`config.mk`:
```
export PLATFORM = sky130hd
export DESIGN_NAME = frame_sync_controller
export DESIGN_NICKNAME = d
export VERILOG_FILES = /design/src/rtl/frame_sync_defs.sv /design/src/rtl/sync_window_match.sv /design/src/rtl/frame_sync_controller.sv
export SDC_FILE = /design/constraint.sdc
export NUM_CORES = 1
export LEC_CHECK = 0
export CELL_PAD_IN_SITES_DETAIL_PLACEMENT = 1
export CELL_PAD_IN_SITES_GLOBAL_PLACEMENT = 1
export CORE_UTILIZATION = 35
export DETAILED_ROUTE_END_ITERATION = 8
export PLACE_DENSITY_LB_ADDON = 0.1
export SETUP_SLACK_MARGIN = 0.02
export SYNTH_ARGS = -nofsm -noshare
export SYNTH_HDL_FRONTEND = slang
export SYNTH_SLANG_ARGS = --single-unit
```
`constraint.sdc`:
```
create_clock -name clk -period 2.05 [get_ports clk]
set_clock_uncertainty 0.1 [all_clocks]
set_input_delay 0.41 -clock clk [delete_from_list [all_inputs] [get_ports clk]]
set_output_delay 0.41 -clock clk [all_outputs]
set_load 0.005 [all_outputs]
```
`src/rtl/frame_sync_defs.sv`:
```
// Shared definitions for the frame synchroniser: FSM state encodings and default sync pattern.
package frame_sync_defs;

  typedef enum logic [1:0] {
    HUNT     = 2'd0,
    CONFIRM  = 2'd1,
    LOCKED   = 2'd2,
    FLYWHEEL = 2'd3
  } sync_state_e;

  localparam int unsigned DEF_SYNC_LEN = 4;
  localparam logic [DEF_SYNC_LEN-1:0] DEF_SYNC_WORD = 4'b1001;

endpackage

```
`src/rtl/sync_window_match.sv`:
```
// Sliding sync-word matcher over an LSB-first serial stream; sync_hit is combinational.
module sync_window_match
  import frame_sync_defs::*;
#(
  parameter int unsigned         SYNC_LEN  = DEF_SYNC_LEN,
  parameter logic [SYNC_LEN-1:0] SYNC_WORD = SYNC_LEN'(DEF_SYNC_WORD)
) (
  input  logic clk,
  input  logic Reset,
  input  logic data_in,
  input  logic data_valid,
  output logic sync_hit
);

  logic [SYNC_LEN-1:0] window;
  logic [SYNC_LEN-1:0] window_next;

  // Newest bit enters at the MSB so window[0] holds the first-received bit of the pattern.
  assign window_next = {data_in, window[SYNC_LEN-1:1]};
  assign sync_hit    = data_valid && (window_next == SYNC_WORD);

  always_ff @(posedge clk) begin
    if (Reset) begin
      window <= ~SYNC_WORD;
    end else if (data_valid) begin
      window <= window_next;
    end
  end

endmodule

```
`src/rtl/frame_sync_controller.sv`:
```
// Serial frame-sync controller: hunt, confirm, lock with flywheel, parallel payload delivery.
// Optional statistics outputs (frame_count, loss_count) are enabled by defining FRAME_SYNC_STATS_EN.
module frame_sync_controller
  import frame_sync_defs::*;
#(
  parameter int unsigned         SYNC_LEN    = DEF_SYNC_LEN,
  parameter logic [SYNC_LEN-1:0] SYNC_WORD   = SYNC_LEN'(DEF_SYNC_WORD),
  parameter int unsigned         PAYLOAD_LEN = 8,
  parameter int unsigned         CONFIRM_CNT = 2,
  parameter int unsigned         LOSS_CNT    = 2
) (
  input  logic                   clk,
  input  logic                   Reset,
  input  logic                   data_in,
  input  logic                   data_valid,
  output logic [PAYLOAD_LEN-1:0] payload,
  output logic                   payload_valid,
  output logic                   locked,
  output logic [1:0]             sync_state,
  output logic                   sync_error
`ifdef FRAME_SYNC_STATS_EN
  ,
  output logic [15:0]            frame_count,
  output logic [7:0]             loss_count
`endif
);

  localparam int unsigned FRAME_LEN = PAYLOAD_LEN + SYNC_LEN;
  localparam int unsigned CNT_W     = $clog2(FRAME_LEN);
  localparam logic [CNT_W-1:0] LAST_BIT = CNT_W'(FRAME_LEN - 1);
  localparam logic [CNT_W-1:0] LAST_PAY = CNT_W'(PAYLOAD_LEN - 1);
  localparam logic [3:0] CONFIRM_TGT = 4'(CONFIRM_CNT);
  localparam logic [3:0] LOSS_TGT    = 4'(LOSS_CNT);

  sync_state_e state;
  sync_state_e state_next;

  logic [CNT_W-1:0]     bit_cnt;
  logic [CNT_W-1:0]     bit_cnt_next;
  logic [3:0]           hit_cnt;
  logic [3:0]           hit_cnt_next;
  logic [3:0]           miss_cnt;
  logic [3:0]           miss_cnt_next;
  logic [PAYLOAD_LEN-1:0] pay_shift;
  logic [PAYLOAD_LEN:0]   pay_cat;
  logic sync_hit;
  logic boundary;
  logic in_lock;
  logic valid_next;
  logic error_next;

  sync_window_match #(
    .SYNC_LEN  (SYNC_LEN),
    .SYNC_WORD (SYNC_WORD)
  ) u_match (
    .clk        (clk),
    .Reset      (Reset),
    .data_in    (data_in),
    .data_valid (data_valid),
    .sync_hit   (sync_hit)
  );

  assign boundary   = data_valid && (bit_cnt == LAST_BIT);
  assign in_lock    = (state == LOCKED) || (state == FLYWHEEL);
  assign pay_cat    = {data_in, pay_shift};
  assign sync_state = state;

  // State register
  always_ff @(posedge clk) begin
    if (Reset) begin
      state <= HUNT;
    end else begin
      state <= state_next;
    end
  end

  // Next state and frame counters; sync is only judged at frame boundaries once out of HUNT.
  always_comb begin
    state_next    = state;
    bit_cnt_next  = bit_cnt;
    hit_cnt_next  = hit_cnt;
    miss_cnt_next = miss_cnt;
    if (data_valid) begin
      bit_cnt_next = boundary ? '0 : bit_cnt + CNT_W'(1);
    end
    case (state)
      HUNT: begin
        bit_cnt_next = '0;
        hit_cnt_next = '0;
        if (sync_hit) state_next = CONFIRM;
      end
      CONFIRM: begin
        if (boundary) begin
          if (!sync_hit) begin
            state_next   = HUNT;
            hit_cnt_next = '0;
          end else if (hit_cnt + 4'd1 == CONFIRM_TGT) begin
            state_next   = LOCKED;
            hit_cnt_next = '0;
          end else begin
            hit_cnt_next = hit_cnt + 4'd1;
          end
        end
      end
      LOCKED: begin
        if (boundary && !sync_hit) begin
          if (LOSS_TGT == 4'd1) begin
            state_next    = HUNT;
            miss_cnt_next = '0;
          end else begin
            state_next    = FLYWHEEL;
            miss_cnt_next = 4'd1;
          end
        end
      end
      FLYWHEEL: begin
        if (boundary) begin
          if (sync_hit) begin
            state_next    = LOCKED;
            miss_cnt_next = '0;
          end else if (miss_cnt + 4'd1 == LOSS_TGT) begin
            state_next    = HUNT;
            miss_cnt_next = '0;
          end else begin
            miss_cnt_next = miss_cnt + 4'd1;
          end
        end
      end
      default: begin
        state_next   = HUNT;
        bit_cnt_next = '0;
      end
    endcase
  end

  // Output pulses for the coming edge
  always_comb begin
    valid_next = 1'b0;
    error_next = 1'b0;
    if (data_valid && in_lock) begin
      valid_next = (bit_cnt == LAST_PAY);
      error_next = boundary && !sync_hit;
    end
  end

  // Counters, payload shifter and registered outputs
  always_ff @(posedge clk) begin
    if (Reset) begin
      bit_cnt       <= '0;
      hit_cnt       <= '0;
      miss_cnt      <= '0;
      pay_shift     <= '0;
      payload       <= '0;
      payload_valid <= 1'b0;
      sync_error    <= 1'b0;
      locked        <= 1'b0;
    end else begin
      bit_cnt       <= bit_cnt_next;
      hit_cnt       <= hit_cnt_next;
      miss_cnt      <= miss_cnt_next;
      payload_valid <= valid_next;
      sync_error    <= error_next;
      locked        <= (state_next == LOCKED) || (state_next == FLYWHEEL);
      if (data_valid && (bit_cnt <= LAST_PAY)) pay_shift <= pay_cat[PAYLOAD_LEN:1];
      if (valid_next) payload <= pay_cat[PAYLOAD_LEN:1];
    end
  end

`ifdef FRAME_SYNC_STATS_EN
  // Saturating delivery and lock-loss statistics
  always_ff @(posedge clk) begin
    if (Reset) begin
      frame_count <= '0;
      loss_count  <= '0;
    end else begin
      if (valid_next && (frame_count != 16'hFFFF)) frame_count <= frame_count + 16'd1;
      if (in_lock && (state_next == HUNT) && (loss_count != 8'hFF)) loss_count <= loss_count + 8'd1;
    end
  end
`endif

endmodule

```
==> reports/metrics.cfg, run 1 <==
[setup_path]
worst_path_max_delay_cell=clkdlybuf4s50_1
cp-end-kind=output port
path_cells=clkdlybuf4s50_1
rrSetupSlack_ps=230
cpPeakStageDelay_ps=560
path_max_fanout=8
required_ps=1540
cp_data_arrival_time_ps=1320
crit_type=reg2out
cp-start-kind=register
cp_top_family=buffers and inverters
path_buf_inv=1

[yosys]
synth_top_family_by_area=simple AND/OR/NAND/NOR gates
synth-xor-area-share_pct=0.557
ys_async_sr_fraction_pct=0
ys_ff_latch=35
synthMuxAreaShare_pct=8.27
syn_nets=189
synthSimpleGateAreaFrac_pct=27.1
ys_types=39
synth.avg_cell_area_um2=8.74
synth_compound_area_share_pct=12.0
synth_edf_count=0
yosysWarnings=0
syn-cell-area_um2=1570
synthAdderAreaFrac_pct=3.98
synthFlopType=dfxtp_1
ys_seq_area_share_pct=44.6
netlist_instances=180

[outcome]
status=finished, final reports clean

[drt]
dr.first_iter.drc_count=44
drt-pass1-iter-count=4
vias=1386
routedWlPerCell_um=14.0
drc=0
routed_wl_um=3750
ant_nets=0
routed_via_density=5.19

[global_routing]
grt_pass1_wl_um=6410
overflow=0
grt_max_degree=19
antenna_found_initial=0
grt_usage_pct=17.1
grt_pass1_vias=1413

[sta]
slew_viol_final=0
setup_slack_ps=223
whs_ps=371
timing.fmax_ghz=0.547
fin_tns_setup_ps=0
grt_setup_unrepaired=yes
setup_viol=0
final-hold-violation-count=0
period_share_pct=89.1
worstMarginPinSlew_ps=279
relSlewSlack_pct=81.3
fin_crit_ps=1830

[placement]
gp_congestion=0.795
dp_slack_ps=-316
place_area_um2=1900
place.port_buffers=16
hpwl_um=2850

[floorplanning]
io_pins=17
core_um2=4320
initial_core_util_pct=36.4
die_area_um2=4770
fp-row-count=24
die_h_um=69.0
die_w_um=69.0

[clock_tree]
cts_hold_buf=0
numCtsBuffers=5
clock-sinks=35
cts_tree=yes
clockRootBuffer=clkbuf_8
htreeDepth=2
clk_pin_slew_worst_paths_ps=70
clockBufferDepth=2
clk-insertion-delay-late_ps=290

[finish]
nets=223
drive_gt1_share_pct=16.3
final_cell_area_um2=2020
fillers=533
insertedDiodeCount=0
post-route-util_pct=46.8
area_growth_pct=28.6

[power_and_ir_drop]
p_leak_nw=0.807
peakVddDrop_uv=400
powerDensity_nw_per_um2=645

[run]
cap_violations=0

[worst_hold_path]
min_path_type=reg2reg

[synth_stat cells, types with 2 or more instances]
| cell | number | share of area [%] |
|---|---|---|
| o21ai_0 | 4 | 1.3 |
| mux2i_1 | 13 | 8.3 |
| a311oi_1 | 4 | 2.2 |
| nand3_1 | 2 | 0.64 |
| nand4b_1 | 2 | 1.1 |
| buf_2 | 2 | 0.64 |
| nand2_1 | 22 | 5.3 |
| a21oi_1 | 17 | 5.4 |
| a211o_1 | 2 | 1.1 |
| nor3_1 | 5 | 1.6 |
| and2_1 | 3 | 1.2 |
| nand4_1 | 4 | 1.6 |
| nand2b_1 | 5 | 2.0 |
| nor2b_1 | 3 | 1.2 |
| dfxtp_1 | 35 | 45 |
| nor4_1 | 2 | 0.80 |
| nor2_1 | 22 | 5.3 |
| inv_1 | 3 | 0.72 |
| ha_1 | 5 | 4.0 |
| clkbuf_1 | 6 | 1.4 |
[what timing repair did]
action,4_1_cts,5_1_grt
setup endpoints to repair,1,7
buffers inserted,0,2
gates resized for setup,1,4
pin swaps,0,1
[registers in the layout, indices dropped and copies added, names as in the netlist]
register        cells
u_match.window      3
pay_shift           7
payload_valid       1
sync_error          1
hit_cnt             4
payload             8
bit_cnt             4
miss_cnt            4
sync_state          2
locked              1
[layout make-up]
cell class	instances	area [µm²]	area share, %
Clock buffer	7	96.3	4.76
Inverter	3	11.3	0.557
Multi-Input combinational cell	132	821	40.6
Timing Repair Buffer	37	320	15.8
Sequential cell	35	701	34.7
Tap cell	52	65.1	3.22
Clock inverter	1	7.51	0.371
[routing by layer]
layer,GRT usage [%],vias up,wire (µm)
met5,0,-,0
met4,7.94,0,73
met3,4.97,7,96
met2,28.9,16,1870
met1,19.7,667,1700
li1,-,696,-
[layout by cell type, fill, tap and decap left out, types with 2 or more instances in the layout]
| cell | Yosys | routed |
|---|---|---|
| nand4b_1 | 2 | 2 |
| nand3_1 | 2 | 2 |
| inv_1 | 3 | 3 |
| ha_1 | 5 | 5 |
| nand2b_1 | 5 | 5 |
| nor4_1 | 2 | 2 |
| clkbuf_8 | 0 | 7 |
| nand4_1 | 4 | 4 |
| mux2i_1 | 13 | 13 |
| a311oi_1 | 4 | 4 |
| clkdlybuf4s50_1 | 0 | 15 |
| a21oi_1 | 17 | 17 |
| nor3_1 | 5 | 5 |
| nor2_1 | 22 | 22 |
| buf_4 | 1 | 21 |
| dfxtp_1 | 35 | 35 |
| nand2_1 | 22 | 22 |
| o21ai_0 | 4 | 3 |
| nor2b_1 | 3 | 3 |
| and2_1 | 3 | 3 |
| a211o_1 | 2 | 2 |
[final timing paths]
check / from / to / cells past startpoint
worst min-delay path: pay_shift[1]$_SDFFE_PP0P_ / pay_shift[1]$_SDFFE_PP0P_ / 2
worst min register to register: pay_shift[1]$_SDFFE_PP0P_ / pay_shift[1]$_SDFFE_PP0P_ / 2
worst max-delay path: sync_state[1]$_SDFF_PP0_ / sync_state[1] / 1
worst max register to register: hit_cnt[0]$_SDFFE_PP0P_ / sync_state[0]$_SDFF_PP0_ / 6
[power breakdown]
| part | internal [mW] | switching, mW |
|---|---|---|
| Sequential | 0.687 | 0.00667 |
| Clock | 0.305 | 0.246 |
| Combinational | 0.0268 | 0.0329 |
| Total | 1.02 | 0.285 |
[cell families (layout without fill, tap and decap cells)]
kind of cell,count (synthesis),after routing
AND/OR/NAND/NOR,82,82
flip-flops,35,35
AO/OA/AOI/OAI,31,31
multiplexers,13,13
buffers and inverters,13,48
adder cells (fa/ha/maj),5,5
XOR/XNOR,1,1
[per-stage QoR]
stage | power, mW | std cells
floorplan | 0.741 | 180
global placement | 0.767 | 257
detailed placement | 0.769 | 257
CTS | 1.33 | 265
global route | 1.36 | 267
finish | 1.30 | 267
Note: power is estimated with default switching activity, not from simulation.
==> run 2, diff against run 1 <==
--- a/config.mk
+++ b/config.mk
@@ -9,6 +9,7 @@
 export CELL_PAD_IN_SITES_GLOBAL_PLACEMENT = 1
 export CORE_UTILIZATION = 35
 export DETAILED_ROUTE_END_ITERATION = 8
+export HOLD_SLACK_MARGIN = 0.05
 export PLACE_DENSITY_LB_ADDON = 0.1
 export SETUP_SLACK_MARGIN = 0.02
 export SYNTH_ARGS = -nofsm -noshare
==> results of run 2 <==
Same layout as run 1: the final DEF is identical, and so are final timing and power.
